==> src/rtl/sseg_scan.sv <==
// -----------------------------------------------------------------------------
// sseg_scan -- time-multiplexed scan controller for a multi-digit 7-segment
// display that shares one hex decoder across NUM_DIGITS digits.
//
// Each digit gets a slot of BLANK + DWELL cycles. The first BLANK cycles of a
// slot are dark, so the previous digit's segments cannot ghost onto the next
// one. The remaining DWELL cycles light the digit. The decoder nibble is
// presented during the blank as well, so the decoder has settled by the time
// the digit is enabled.
//
// Display data is double-buffered. A write lands in a shadow register. That
// value is copied to the active register only at a frame boundary, so a frame
// never shows a mix of old and new digits.
//
// Parameters:
//   NUM_DIGITS  number of digits scanned (>= 2)
//   DWELL       lit cycles per slot      (>= 1)
//   BLANK       dark cycles per slot     (>= 1)
//
// Ports:
//   clk         clock
//   rst_n       asynchronous active-low reset
//   digits      new display value, nibble k = digit k (digit 0 least significant)
//   wr_en       capture digits into the shadow register on this edge
//   sseg_in     nibble for the shared decoder
//   sseg_oe     decoder output enable
//   digit_sel   one-hot active-high digit enable
//   pending     shadow holds data not yet applied to the display
//   frame_done  one-cycle pulse after the scan wraps back to digit 0
//
// Build option:
//   SSEG_SCAN_LZB_EN  when defined, enables leading-zero blanking. Any digit
//                     above digit 0 whose own value and all higher digits are
//                     zero stays dark. Its slot still takes the full time, so
//                     every lit digit gets the same brightness.
//
// Every output comes straight from a flop. The value loaded into each output
// flop is computed from the next-state values, so each output reflects the
// state that the FSM enters on the same edge.
// -----------------------------------------------------------------------------
module sseg_scan #(
    parameter int NUM_DIGITS = 4,
    parameter int DWELL      = 1000,
    parameter int BLANK      = 8
) (
    input  logic                    clk,
    input  logic                    rst_n,
    input  logic [4*NUM_DIGITS-1:0] digits,
    input  logic                    wr_en,
    output logic [3:0]              sseg_in,
    output logic                    sseg_oe,
    output logic [NUM_DIGITS-1:0]   digit_sel,
    output logic                    pending,
    output logic                    frame_done
);

    localparam int IDX_W = $clog2(NUM_DIGITS);
    localparam int CNT_W = $clog2(BLANK + DWELL);
    localparam int DAT_W = 4 * NUM_DIGITS;

    localparam logic [CNT_W-1:0] BLANK_LAST = CNT_W'(BLANK - 1);
    localparam logic [CNT_W-1:0] SHOW_LAST  = CNT_W'(DWELL - 1);
    localparam logic [IDX_W-1:0] IDX_LAST   = IDX_W'(NUM_DIGITS - 1);

    // Parameter sanity checks, evaluated at elaboration time only.
    if (NUM_DIGITS < 2) begin : g_bad_num_digits
        $error("sseg_scan: NUM_DIGITS must be at least 2");
    end
    if (DWELL < 1) begin : g_bad_dwell
        $error("sseg_scan: DWELL must be at least 1");
    end
    if (BLANK < 1) begin : g_bad_blank
        $error("sseg_scan: BLANK must be at least 1");
    end

    typedef enum logic {
        S_BLANK = 1'b0,
        S_SHOW  = 1'b1
    } state_t;

    // -------------------------------------------------------------------------
    // Registers
    // -------------------------------------------------------------------------
    state_t                r_state;
    logic [CNT_W-1:0]      r_cnt;
    logic [IDX_W-1:0]      r_idx;
    logic [DAT_W-1:0]      r_shadow;
    logic [DAT_W-1:0]      r_active;
    logic                  r_pending;
    logic [3:0]            r_sseg_in;
    logic                  r_sseg_oe;
    logic [NUM_DIGITS-1:0] r_digit_sel;
    logic                  r_frame_done;

    // -------------------------------------------------------------------------
    // Combinational next values
    // -------------------------------------------------------------------------
    state_t                w_state_nxt;
    logic [CNT_W-1:0]      w_cnt_nxt;
    logic [IDX_W-1:0]      w_idx_nxt;
    logic                  w_blank_end;
    logic                  w_show_end;
    logic                  w_boundary;
    logic [DAT_W-1:0]      w_active_nxt;
    logic                  w_pending_nxt;
    logic [NUM_DIGITS-1:0] w_lit_mask;
    logic                  w_sseg_oe_nxt;
    logic [NUM_DIGITS-1:0] w_digit_sel_nxt;
    logic [3:0]            w_sseg_in_nxt;

    // -------------------------------------------------------------------------
    // FSM process 1: state register (state, slot counter, digit index)
    // -------------------------------------------------------------------------
    // NOTE: sequential state is updated only with non-blocking assignments.
    // Every flop then samples the values from before the edge, whatever order
    // the processes run in.
    always_ff @(posedge clk or negedge rst_n) begin
        if (!rst_n) begin
            r_state <= S_BLANK;
            r_cnt   <= '0;
            r_idx   <= '0;
        end else begin
            r_state <= w_state_nxt;
            r_cnt   <= w_cnt_nxt;
            r_idx   <= w_idx_nxt;
        end
    end

    // -------------------------------------------------------------------------
    // FSM process 2: next-state logic
    // -------------------------------------------------------------------------
    // NOTE: every signal written here gets a default value first. That way no
    // path through the block can leave a signal unassigned and infer a latch.
    always_comb begin
        w_state_nxt = r_state;
        w_cnt_nxt   = r_cnt + CNT_W'(1);
        w_idx_nxt   = r_idx;

        w_blank_end = (r_state == S_BLANK) && (r_cnt == BLANK_LAST);
        w_show_end  = (r_state == S_SHOW)  && (r_cnt == SHOW_LAST);
        // The frame ends when the last digit finishes its lit time.
        w_boundary  = w_show_end && (r_idx == IDX_LAST);

        unique case (r_state)
            S_BLANK: begin
                if (w_blank_end) begin
                    w_state_nxt = S_SHOW;
                    w_cnt_nxt   = '0;
                end
            end
            S_SHOW: begin
                if (w_show_end) begin
                    w_state_nxt = S_BLANK;
                    w_cnt_nxt   = '0;
                    w_idx_nxt   = (r_idx == IDX_LAST) ? '0 : r_idx + IDX_W'(1);
                end
            end
            default: begin
                w_state_nxt = S_BLANK;
                w_cnt_nxt   = '0;
            end
        endcase
    end

    // -------------------------------------------------------------------------
    // Double-buffered display data
    // -------------------------------------------------------------------------
    // A write on the boundary edge still goes into the shadow. The active
    // register takes the shadow value from before that write, and only if a
    // value was already waiting. The new write waits for the next boundary.
    always_comb begin
        w_active_nxt  = (w_boundary && r_pending) ? r_shadow : r_active;
        w_pending_nxt = wr_en || (r_pending && !w_boundary);
    end

    // NOTE: the data registers are reset like any other flop. A reset that
    // arrives mid-scan must blank the display and drop any half-applied write,
    // so no stale digits survive it.
    always_ff @(posedge clk or negedge rst_n) begin
        if (!rst_n) begin
            r_shadow  <= '0;
            r_active  <= '0;
            r_pending <= 1'b0;
        end else begin
            if (wr_en) begin
                r_shadow <= digits;
            end
            r_active  <= w_active_nxt;
            r_pending <= w_pending_nxt;
        end
    end

    // -------------------------------------------------------------------------
    // Per-digit lit mask (leading-zero blanking)
    // -------------------------------------------------------------------------
`ifdef SSEG_SCAN_LZB_EN
    // Walk from the most significant digit down. Keep a running flag that says
    // whether any digit at or above the current one is non-zero. Digit 0 is
    // always lit, so a zero value still shows a single '0'.
    always_comb begin : lzb_mask
        logic v_nz_seen;
        v_nz_seen  = 1'b0;
        w_lit_mask = '0;
        for (int k = NUM_DIGITS - 1; k >= 0; k--) begin
            v_nz_seen     = v_nz_seen || (w_active_nxt[4*k +: 4] != 4'h0);
            w_lit_mask[k] = v_nz_seen || (k == 0);
        end
    end
`else
    assign w_lit_mask = '1;
`endif

    // -------------------------------------------------------------------------
    // FSM process 3: output logic (next values for the output flops)
    // -------------------------------------------------------------------------
    always_comb begin
        w_sseg_oe_nxt   = (w_state_nxt == S_SHOW) && w_lit_mask[w_idx_nxt];
        w_digit_sel_nxt = '0;
        if (w_sseg_oe_nxt) begin
            w_digit_sel_nxt = NUM_DIGITS'(1) << w_idx_nxt;
        end
        // The nibble follows the digit index in both states, so the decoder
        // has settled before the digit is enabled.
        w_sseg_in_nxt = w_active_nxt[{w_idx_nxt, 2'b00} +: 4];
    end

    // sseg_oe and digit_sel come from the same next-state term and load on the
    // same edge, so they can never be skewed relative to each other.
    always_ff @(posedge clk or negedge rst_n) begin
        if (!rst_n) begin
            r_sseg_in    <= '0;
            r_sseg_oe    <= 1'b0;
            r_digit_sel  <= '0;
            r_frame_done <= 1'b0;
        end else begin
            r_sseg_in    <= w_sseg_in_nxt;
            r_sseg_oe    <= w_sseg_oe_nxt;
            r_digit_sel  <= w_digit_sel_nxt;
            r_frame_done <= w_boundary;
        end
    end

    assign sseg_in    = r_sseg_in;
    assign sseg_oe    = r_sseg_oe;
    assign digit_sel  = r_digit_sel;
    assign pending    = r_pending;
    assign frame_done = r_frame_done;

endmodule

==> config.mk <==
export PLATFORM = sky130hd
export DESIGN_NAME = sseg_scan
export DESIGN_NICKNAME = d
export VERILOG_FILES = /design/src/rtl/sseg_scan.sv
export SDC_FILE = /design/constraint.sdc
export NUM_CORES = 1
export LEC_CHECK = 0
export ABC_CLOCK_PERIOD_IN_PS = 2800
export CORE_AREA = 2 2 84 86
export DETAILED_ROUTE_END_ITERATION = 8
export DIE_AREA = 0 0 86 88
export GPL_TIMING_DRIVEN = 0
export PLACE_DENSITY = 0.56
export SYNTH_ARGS = -nofsm -noshare
export SYNTH_HDL_FRONTEND = slang
export SYNTH_SLANG_ARGS = --single-unit
==> constraint.sdc <==
create_clock -name clk -period 2.8 [get_ports clk]
set_clock_uncertainty 0.1 [all_clocks]
set_input_delay 0.7 -clock clk [delete_from_list [all_inputs] [get_ports clk]]
set_output_delay 0.7 -clock clk [all_outputs]
set_load 0.05 [all_outputs]
==> metrics, run 1 <==
Post-Layout Cell Count 278; core box area ~6600 µm²; Reg2Reg Depth 8; sequential share of the synthesized area 0.6034; DP Worst Slack -0.1614 ns; clk buf depth 2; CTS tree built; Final Core Density 0.4202; syn nets 181; share of cells above drive strength 1 0.3081; r2r startpoint r_cnt[0]; Main synth FF type dfrtp_1; Mapped Cells 160; largest net degree at the start of global routing 29; Avg WL per Cell 13.69 µm; Worst EP arrival 2.83 ns; area grow syn2layout 22.38%; clk root buf clkbuf_8; Final Hold Vio Count 0; Initial Util 0.3433; Post-synth EDFFs 0; antenna viol nets, final 0; Hold WS slightly above 0.3 ns; final total power 1.359 mW; die area 7568 µm²; Hold Path Class in -> async; Tmin final 2.728 ns; Post-Syn Area 2281 µm²; ANT cells 0; DR vias/cell 4.586; vias in the first global route 1357; Total GRT Usage 0.1130; maximum resistive drop on vdd 0.0002968 V; maxcap violations 0; status finished clean; io pins 30; PnR worst setup slack 0.07214 ns; Async SR Flop Fraction 1.000; Worst Path Required 2.90 ns; r2r setup slk 0.07 ns; Routed WL 3807 µm; worst-path fanout max 10; CP Launch Point r_cnt[0]; post-synthesis register bit count 55; Setup crit end kind flip-flop; CTS Buf Count 5; drt first pass iters 2; Skew-Pair Late Insertion Delay around 0.31 ns; number of nets in the layout roughly 220; Iter 0 DRT Violations 27; post-synth top area cell dfrtp_1; max-slew violations 0; global route total overflow 0; Port Buffer Count 28; DP Area 2676 µm²; CTS H-tree lvls 2; FMAX 0.3666 GHz; drt drc 0; fin crit share 0.9742; Critical Path Source Type flip-flop; commonest cells in the netlist dfrtp_1 (55), mux2_2 (34), nor2_1 (14); setup violators final 0; Area contributors post-synth dfrtp_1 (60%), mux2_2 (17%), mux2_4 (6.6%), nor2_1 (2.3%), xnor2_1 (1.9%); Post-DP HPWL around 2600 µm; Tightest Pin Transition 0.7648 ns; global-route wire length before repair 6513 µm; Mapped Avg Cell Area 14.26 µm²; total negative slack 0 ns; Inst Count DP approximately 270; most common cell in the netlist dfrtp_1; Vias around 1.3k; Die Height between 80 and 90 µm; Synth Warn # 0; clk slew on worst S/H paths about 0.1 ns; die width 86 µm; initial antenna violation count 0; # rows 30; share of the synthesized area in the top cell type 0.6034; Setup Crit Path Kind reg -> reg; Leakage Power 1.314 nW; R2R Path End sseg_in[1]; Clock Sinks 55; GP Congestion 0.7787; relative slew slack 0.4755; Distinct cells, synth 26; final instance area 2791 µm²; PD cells 486.9 nW/µm²
## worst max path at each step
stage | end | slack [ns] | depth (start not counted)
2_1_floorplan | sseg_in[0] | 0.21 | 6
3_3_place_gp | r_active[15] | -0.89 | 1
3_5_place_dp | sseg_in[1] | -0.16 | 7
4_1_cts | sseg_in[1] | 0.04 | 8
5_1_grt | sseg_in[1] | -0.02 | 8
6_report | sseg_in[1] | 0.07 | 8
## flip-flops by register name, summed over array words and instances, names as in the netlist
register / flops
r_active: 16
r_idx: 2
frame_done: 1
sseg_oe: 1
r_cnt: 10
digit_sel: 4
sseg_in: 4
r_shadow: 16
pending: 1
## cell families after synthesis
| logic type | count (synthesis) | synth area share |
|---|---|---|
| flops | 55 | 0.6034 |
| buf+inv | 9 | 0.01865 |
| simple gates | 37 | 0.08393 |
| xor+xnor | 8 | 0.03072 |
| fa+ha+maj | 2 | 0.01097 |
| mux | 46 | 0.2425 |
| compound gates | 3 | 0.009878 |
## power breakdown
part | leakage [nW] | internal [mW] | switching (mW)
Combinational | 0.563 | 0.0439 | 0.0280
Sequential | 0.702 | 0.817 | 0.0115
Clock | 0.0484 | 0.203 | 0.256
## worst max-delay path, stage by stage, from the launching register on
cell	delay, ns
dfrtp_1	0.38
ha_2	0.23
nand4bb_1	0.17
or4_1	0.54
buf_2	0.20
buf_6	0.18
mux2_4	0.31
mux2_2	0.25
mux2_2	0.26
## layer usage
metal	share of wire	vias up	GRT usage
met2	0.48	21	0.1811
met5	0	-	0
met4	0.012	0	0.03463
met3	0.038	5	0.03676
met1	0.47	620	0.1467
li1	-	629	-
## layout make-up
class | count | area, µm²
multi-input combinational | 96 | 873.3
tap | 80 | 100.1
sequential | 55 | 1376
fill | 632 | 3852
clock buffer | 7 | 86.33
inverter | 4 | 15.01
clock inverter | 1 | 8.758
buffer | 5 | 28.78
timing repair buffer | 30 | 302.8
## repair_timing
| item | 4_1_cts | 5_1_grt |
|---|---|---|
| resized for setup | 3 | 1 |
| setup buffers | 0 | 1 |
| endpoints found under the setup margin | 4 | 4 |
| hold buffers | 0 | 0 |
| pin swaps | 0 | 0 |
## cell usage in the layout, fill, tap and decap left out, types with 2 or more instances in the layout
master	Yosys	layout
xnor2_1	5	5
mux2_2	34	34
inv_1	4	4
nor3_1	4	3
nand2_1	6	6
dfrtp_1	55	55
clkbuf_8	0	6
clkbuf_1	2	2
mux2_4	10	10
and3_1	2	2
clkdlybuf4s50_1	0	27
xor2_1	3	3
or4_1	2	2
nor2_1	14	14
nand3_1	4	4
buf_2	1	2
No activity file was read; power rests on OpenSTA's default activity.
==> run 2: changes to the inputs <==
- ABC_CLOCK_PERIOD_IN_PS: 2800 -> 2390
- GPL_ROUTABILITY_DRIVEN: default -> 1
- PLACE_DENSITY: 0.56 -> 0.57
- clock period: 2.8 -> 2.39 ns (I/O delays scaled with it)
==> metrics, run 2 (synthesis results as in run 1) <==
Die Height 88 µm (unchanged); global-route wire length before repair 6831 µm (was 6513 µm); DP Area 2700 µm² (was 2676 µm²); # rows 30 (unchanged); worst-path fanout max 10 (unchanged); area grow syn2layout 30.66% (was 22.38%); PnR worst setup slack -0.02089 ns (was 0.07214 ns); hold_buf cts 0 (unchanged); CTS tree built (unchanged); Final Hold Vio Count 0 (unchanged); Worst Path Required 2.48 ns (was 2.90 ns); sequential standard cell area 1383 µm² (was 1376 µm²); Skew-Pair Late Insertion Delay 0.31 ns (about the same); total negative slack -0.06117 ns (was 0 ns); Clock Sinks 55 (unchanged); maximum resistive drop on vdd 0.0003270 V (was 0.0002968 V); Setup Crit Path Kind reg -> reg (unchanged); largest net degree at the start of global routing 41 (was 29); Avg WL per Cell 14.33 µm (was 13.69 µm); fin crit share 1.009 (was 0.9742); commonest non-fill, non-tap cell in the layout dfrtp_1 (unchanged); Final Core Density 0.4486 (was 0.4202); Leakage Power 1.385 nW (was 1.314 nW); Tmin final 2.411 ns (was 2.728 ns); Hold WS 0.09352 ns (was 0.3033 ns); failing checks setup timing; PD cells 594.9 nW/µm² (was 486.9 nW/µm²); RSZ-0062 raised after global routing true; clk slew on worst S/H paths 0.10 ns (about the same); die width 86 µm (unchanged); ANT cells 0 (unchanged); clk root buf clkbuf_8 (unchanged); antenna viol nets, final 0 (unchanged); initial antenna violation count 0 (unchanged); Hold Path Class in -> async (unchanged); Reg2Reg Depth 7 (was 8); Total GRT Usage 0.1177 (was 0.1130); CTS H-tree lvls 2 (unchanged); DP Worst Slack -0.2619 ns (was -0.1614 ns); CTS Buf Count 5 (unchanged); share of cells above drive strength 1 0.3835 (was 0.3081); DR vias/cell 4.762 (was 4.586); clk buf depth 2 (unchanged); setup violators final 4 (was 0); GP Congestion 0.7207 (was 0.7787); die area 7568 µm² (unchanged); Largest regs r_active x16, r_shadow x16, r_cnt x10 (unchanged); area occupied by multi-input gates 944.7 µm² (was 873.3 µm²); relative slew slack 0.5801 (was 0.4755); Port Buffer Count 28 (unchanged); number of nets in the layout 226 (was 218); Worst EP arrival 2.51 ns (was 2.83 ns); FMAX 0.4148 GHz (was 0.3666 GHz); Critical Path Source Type flip-flop (unchanged); max-slew violations 0 (unchanged); Iter 0 DRT Violations 33 (was 27); fill cell count 609 (was 632); vias in the first global route 1437 (was 1357); maxcap violations 0 (unchanged); final instance area 2980 µm² (was 2791 µm²); global route total overflow 0 (unchanged); most frequent cells in the layout dfrtp_1 (50), mux2_2 (32), clkdlybuf4s50_1 (27) (was dfrtp_1 (55), mux2_2 (34), clkdlybuf4s50_1 (27)); Vias 1362 (was 1275); Setup crit end kind flip-flop (unchanged); drt drc 0 (unchanged); core box area 6644 µm² (unchanged); Initial Util 0.3433 (unchanged); Routed WL 4099 µm (was 3807 µm); io pins 30 (unchanged); drt first pass iters 4 (was 2); Post-DP HPWL 2673 µm (was 2597 µm); Tightest Pin Transition 0.6214 ns (was 0.7648 ns); status finished, violations left (was finished clean)
-- run 2: worst max-delay path, cell delays in order, from the launching register on --
cell and delay (ns):
dfrtp_1 0.43, ha_4 0.16, nand2_1 0.05, or4_4 0.57, buf_12 0.18, mux2_4 0.30
mux2_2 0.26, mux2_2 0.26
-- run 2: layout make-up --
class / count / share of cell area
sequential: 55 / 0.4639
tap: 80 / 0.03359
timing repair buffer: 39 / 0.1243
buffer: 4 / 0.01175
clock inverter: 2 / 0.02015
clock buffer: 6 / 0.02435
inverter: 4 / 0.005038
multi-input combinational: 96 / 0.3170
-- run 2: per-stage QoR --
step	total power [mW]	std cells
floorplan	1.018	160
global placement	1.073	268
detailed placement	1.078	269
CTS	1.800	281
global route	1.856	286
finish	1.773	286
-- run 2: path summary, 6_finish.rpt --
kind                               from      endpoint  slack (ns)
min in group clk           r_active[10]  r_active[10]        0.40
max in group asynchronous         rst_n      r_cnt[3]        1.54
hold / removal                    rst_n   r_shadow[5]        0.09
hold reg to reg            r_active[10]  r_active[10]        0.40
setup reg to reg               r_idx[0]    sseg_in[0]       -0.02
setup / recovery               r_idx[0]    sseg_in[0]       -0.02
-- run 2: where the power goes --
part | internal [mW] | leakage [nW] | switching, mW
clock network | 0.419 | 0.0654 | 0.300
registers | 0.957 | 0.699 | 0.0134
logic | 0.0516 | 0.621 | 0.0330
-- run 2: timing repair --
| action | 4_1_cts | 5_1_grt |
|---|---|---|
| setup buffers | 5 | 5 |
| resized for setup | 6 | 10 |
| setup endpoints to repair | 5 | 5 |
| pin swaps | 2 | 1 |
-- run 2: per-layer routing --
metal	GRT usage	vias to the layer above	share of wire
met5	0	-	0
met4	0.03463	0	0.014
met3	0.03393	11	0.032
met2	0.1966	30	0.50
met1	0.1491	679	0.46
li1	-	642	-
==> run 3: changes to the inputs <==
- ABC_CLOCK_PERIOD_IN_PS: 2390 -> 3000
- CTS_BUF_LIST: default -> sky130_fd_sc_hd__clkbuf_8
- PLACE_DENSITY: 0.57 -> 0.66
- clock period: 2.39 -> 3 ns (I/O delays scaled with it)
==> metrics, run 3 (synthesis results as in run 1) <==
Largest regs r_active x16, r_shadow x16, r_cnt x10 (unchanged); fill cell count 630 (was 609); setup violators final 0 (was 4); initial antenna violation count 0 (unchanged); CTS H-tree lvls 2 (unchanged); antenna viol nets, final 0 (unchanged); Tightest Pin Transition 0.7686 ns (was 0.6214 ns); Worst Path Required 3.09 ns (was 2.48 ns); Combinational Power Share 0.051 (was 0.048); Final Hold Vio Count 0 (unchanged); Worst path most repeated cell mux2_2 (unchanged); clk slew on worst S/H paths 0.10 ns (about the same); io pins 30 (unchanged); Reg2Reg Depth 7 (unchanged); largest net degree at the start of global routing 41 (unchanged); maximum resistive drop on vdd 0.0002268 V (was 0.0003270 V); Post-CTS Setup Bufs 0 (was 5); Sw Share 0.2027 (was 0.1951); CTS resizes 0 (was 6); max-slew violations 0 (unchanged); Initial Util 0.3433 (unchanged); share of cells above drive strength 1 0.2857 (was 0.3835); global-route wire length before repair 6320 µm (was 6831 µm); Flop pwr share 0.590 (was 0.547); vias in the first global route 1323 (was 1437); Avg WL per Cell 13.69 µm (was 14.33 µm); die area 7568 µm² (unchanged); FMAX 0.3616 GHz (was 0.4148 GHz); core box area 6644 µm² (unchanged); area grow syn2layout 21.89% (was 30.66%); Tmin final 2.766 ns (was 2.411 ns); GP Congestion 0.7035 (was 0.7207); r2r startpoint r_cnt[0] (was r_idx[0]); total negative slack 0 ns (was -0.06117 ns); clock power share 0.359 (was 0.405); CTS tree built (unchanged); Setup crit end kind flip-flop (unchanged); CTS Buf Count 5 (unchanged); number of nets in the layout 217 (was 226); clk root buf clkbuf_8 (unchanged); Slowest-stage cell, CP nor3_1 (was or4_4); Pint 1.045 mW (was 1.427 mW); PnR worst setup slack 0.2344 ns (was -0.02089 ns); Leakage Power 1.317 nW (was 1.385 nW); Iter 0 DRT Violations 21 (was 33); Port Buffer Count 28 (unchanged); R2R Path End sseg_in[0] (unchanged); Worst EP arrival 2.85 ns (was 2.51 ns); largest stage delay on the critical path 0.43 ns (was 0.57 ns); Total GRT Usage 0.1084 (was 0.1177); RSZ-0062 raised after global routing false (was true); ANT cells 0 (unchanged); Post-DP HPWL 2629 µm (was 2673 µm); commonest non-fill, non-tap cell in the layout dfrtp_1 (unchanged); relative slew slack 0.4730 (was 0.5801); Hold Path Class in -> async (unchanged); worst-path fanout max 10 (unchanged); Net Sw Power 0.2657 mW (was 0.3460 mW); Critical Path Source Type flip-flop (unchanged); Final Core Density 0.4185 (was 0.4486); r2r setup slk 0.23 ns (was -0.02 ns); crit-path cells ha_1 > nand4bb_1 > nor3_1 > mux2i_1 > clkbuf_2 > mux2_2 > mux2_2 (was ha_4 > nand2_1 > or4_4 > buf_12 > mux2_4 > mux2_2 > mux2_2); Clock Sinks 55 (unchanged); status finished clean (was finished, violations left); drt first pass iters 4 (unchanged); Vias 1317 (was 1362); PD cells 471.5 nW/µm² (was 594.9 nW/µm²); hold_buf cts 0 (unchanged); most frequent cells in the layout dfrtp_1 (55), mux2_2 (34), clkdlybuf4s50_1 (27) (was dfrtp_1 (50), mux2_2 (32), clkdlybuf4s50_1 (27)); final total power 1.311 mW (was 1.773 mW); clk buf depth 2 (unchanged); # rows 30 (unchanged); Setup Crit Path Kind reg -> reg (unchanged); fin crit share 0.9219 (was 1.009); Die Height 88 µm (unchanged); maxcap violations 0 (unchanged); die width 86 µm (unchanged); DR vias/cell 4.772 (was 4.762); DP Worst Slack 0.03945 ns (was -0.2619 ns); Routed WL 3778 µm (was 4099 µm); Skew-Pair Late Insertion Delay 0.31 ns (about the same); global route total overflow 0 (unchanged); drt drc 0 (unchanged)
[run 3: worst max-delay path, delay by kind of cell (launching register included)]
family / cells / cell delay, ns
multiplexers: 3 / 0.99
AND/OR/NAND/NOR: 2 / 0.58
adder cells (fa/ha/maj): 1 / 0.24
flip-flops: 1 / 0.40
buffers and inverters: 1 / 0.33
[run 3: stage by stage]
stage / hold slack, ns / instance area, µm² / std cells
final: 0.2554 / 2780 / 276
after global routing: 0.2795 / 2780 / 276
after CTS: 0.2752 / 2779 / 276
after detailed placement: 0.3766 / 2676 / 269
after global placement: 0.3740 / 2661 / 268
after floorplan: 0.3479 / 2281 / 160
[run 3: area by class of cell]
class	count	area, µm²	share of cell area
Inverter	4	15.01	0.005401
Clock buffer	5	68.82	0.02475
Timing Repair Buffer	29	295.3	0.1062
Multi-Input combinational cell	96	862.1	0.3101
Sequential cell	55	1376	0.4950
Tap cell	80	100.1	0.03600
Buffer	5	28.78	0.01035
Clock inverter	2	33.78	0.01215
[run 3: per-layer routing]
metal / track usage / share of wire
met1: 0.1412 / 0.49
met2: 0.1762 / 0.46
met3: 0.02733 / 0.036
met4: 0.03896 / 0.014
met5: 0 / 0
[run 3: worst max-delay path by stage]
stage	start	end	slack [ns]
floorplan	sseg_oe	sseg_in[0]	0.41
global placement	rst_n	r_shadow[7]	-0.67
detailed placement	r_cnt[0]	sseg_in[0]	0.04
CTS	r_cnt[0]	sseg_in[0]	0.03
global route	r_cnt[0]	sseg_in[0]	0.03
finish	r_cnt[0]	sseg_in[0]	0.23
[run 3: power groups by stage]
stage / combinational (mW) / sequential [mW] / clock, mW
2_1_floorplan: 0.0267 / 0.784 / 0
3_3_place_gp: 0.0661 / 0.789 / 0
3_5_place_dp: 0.0698 / 0.789 / 0
4_1_cts: 0.0699 / 0.774 / 0.483
5_1_grt: 0.0750 / 0.777 / 0.509
6_report: 0.0671 / 0.773 / 0.470
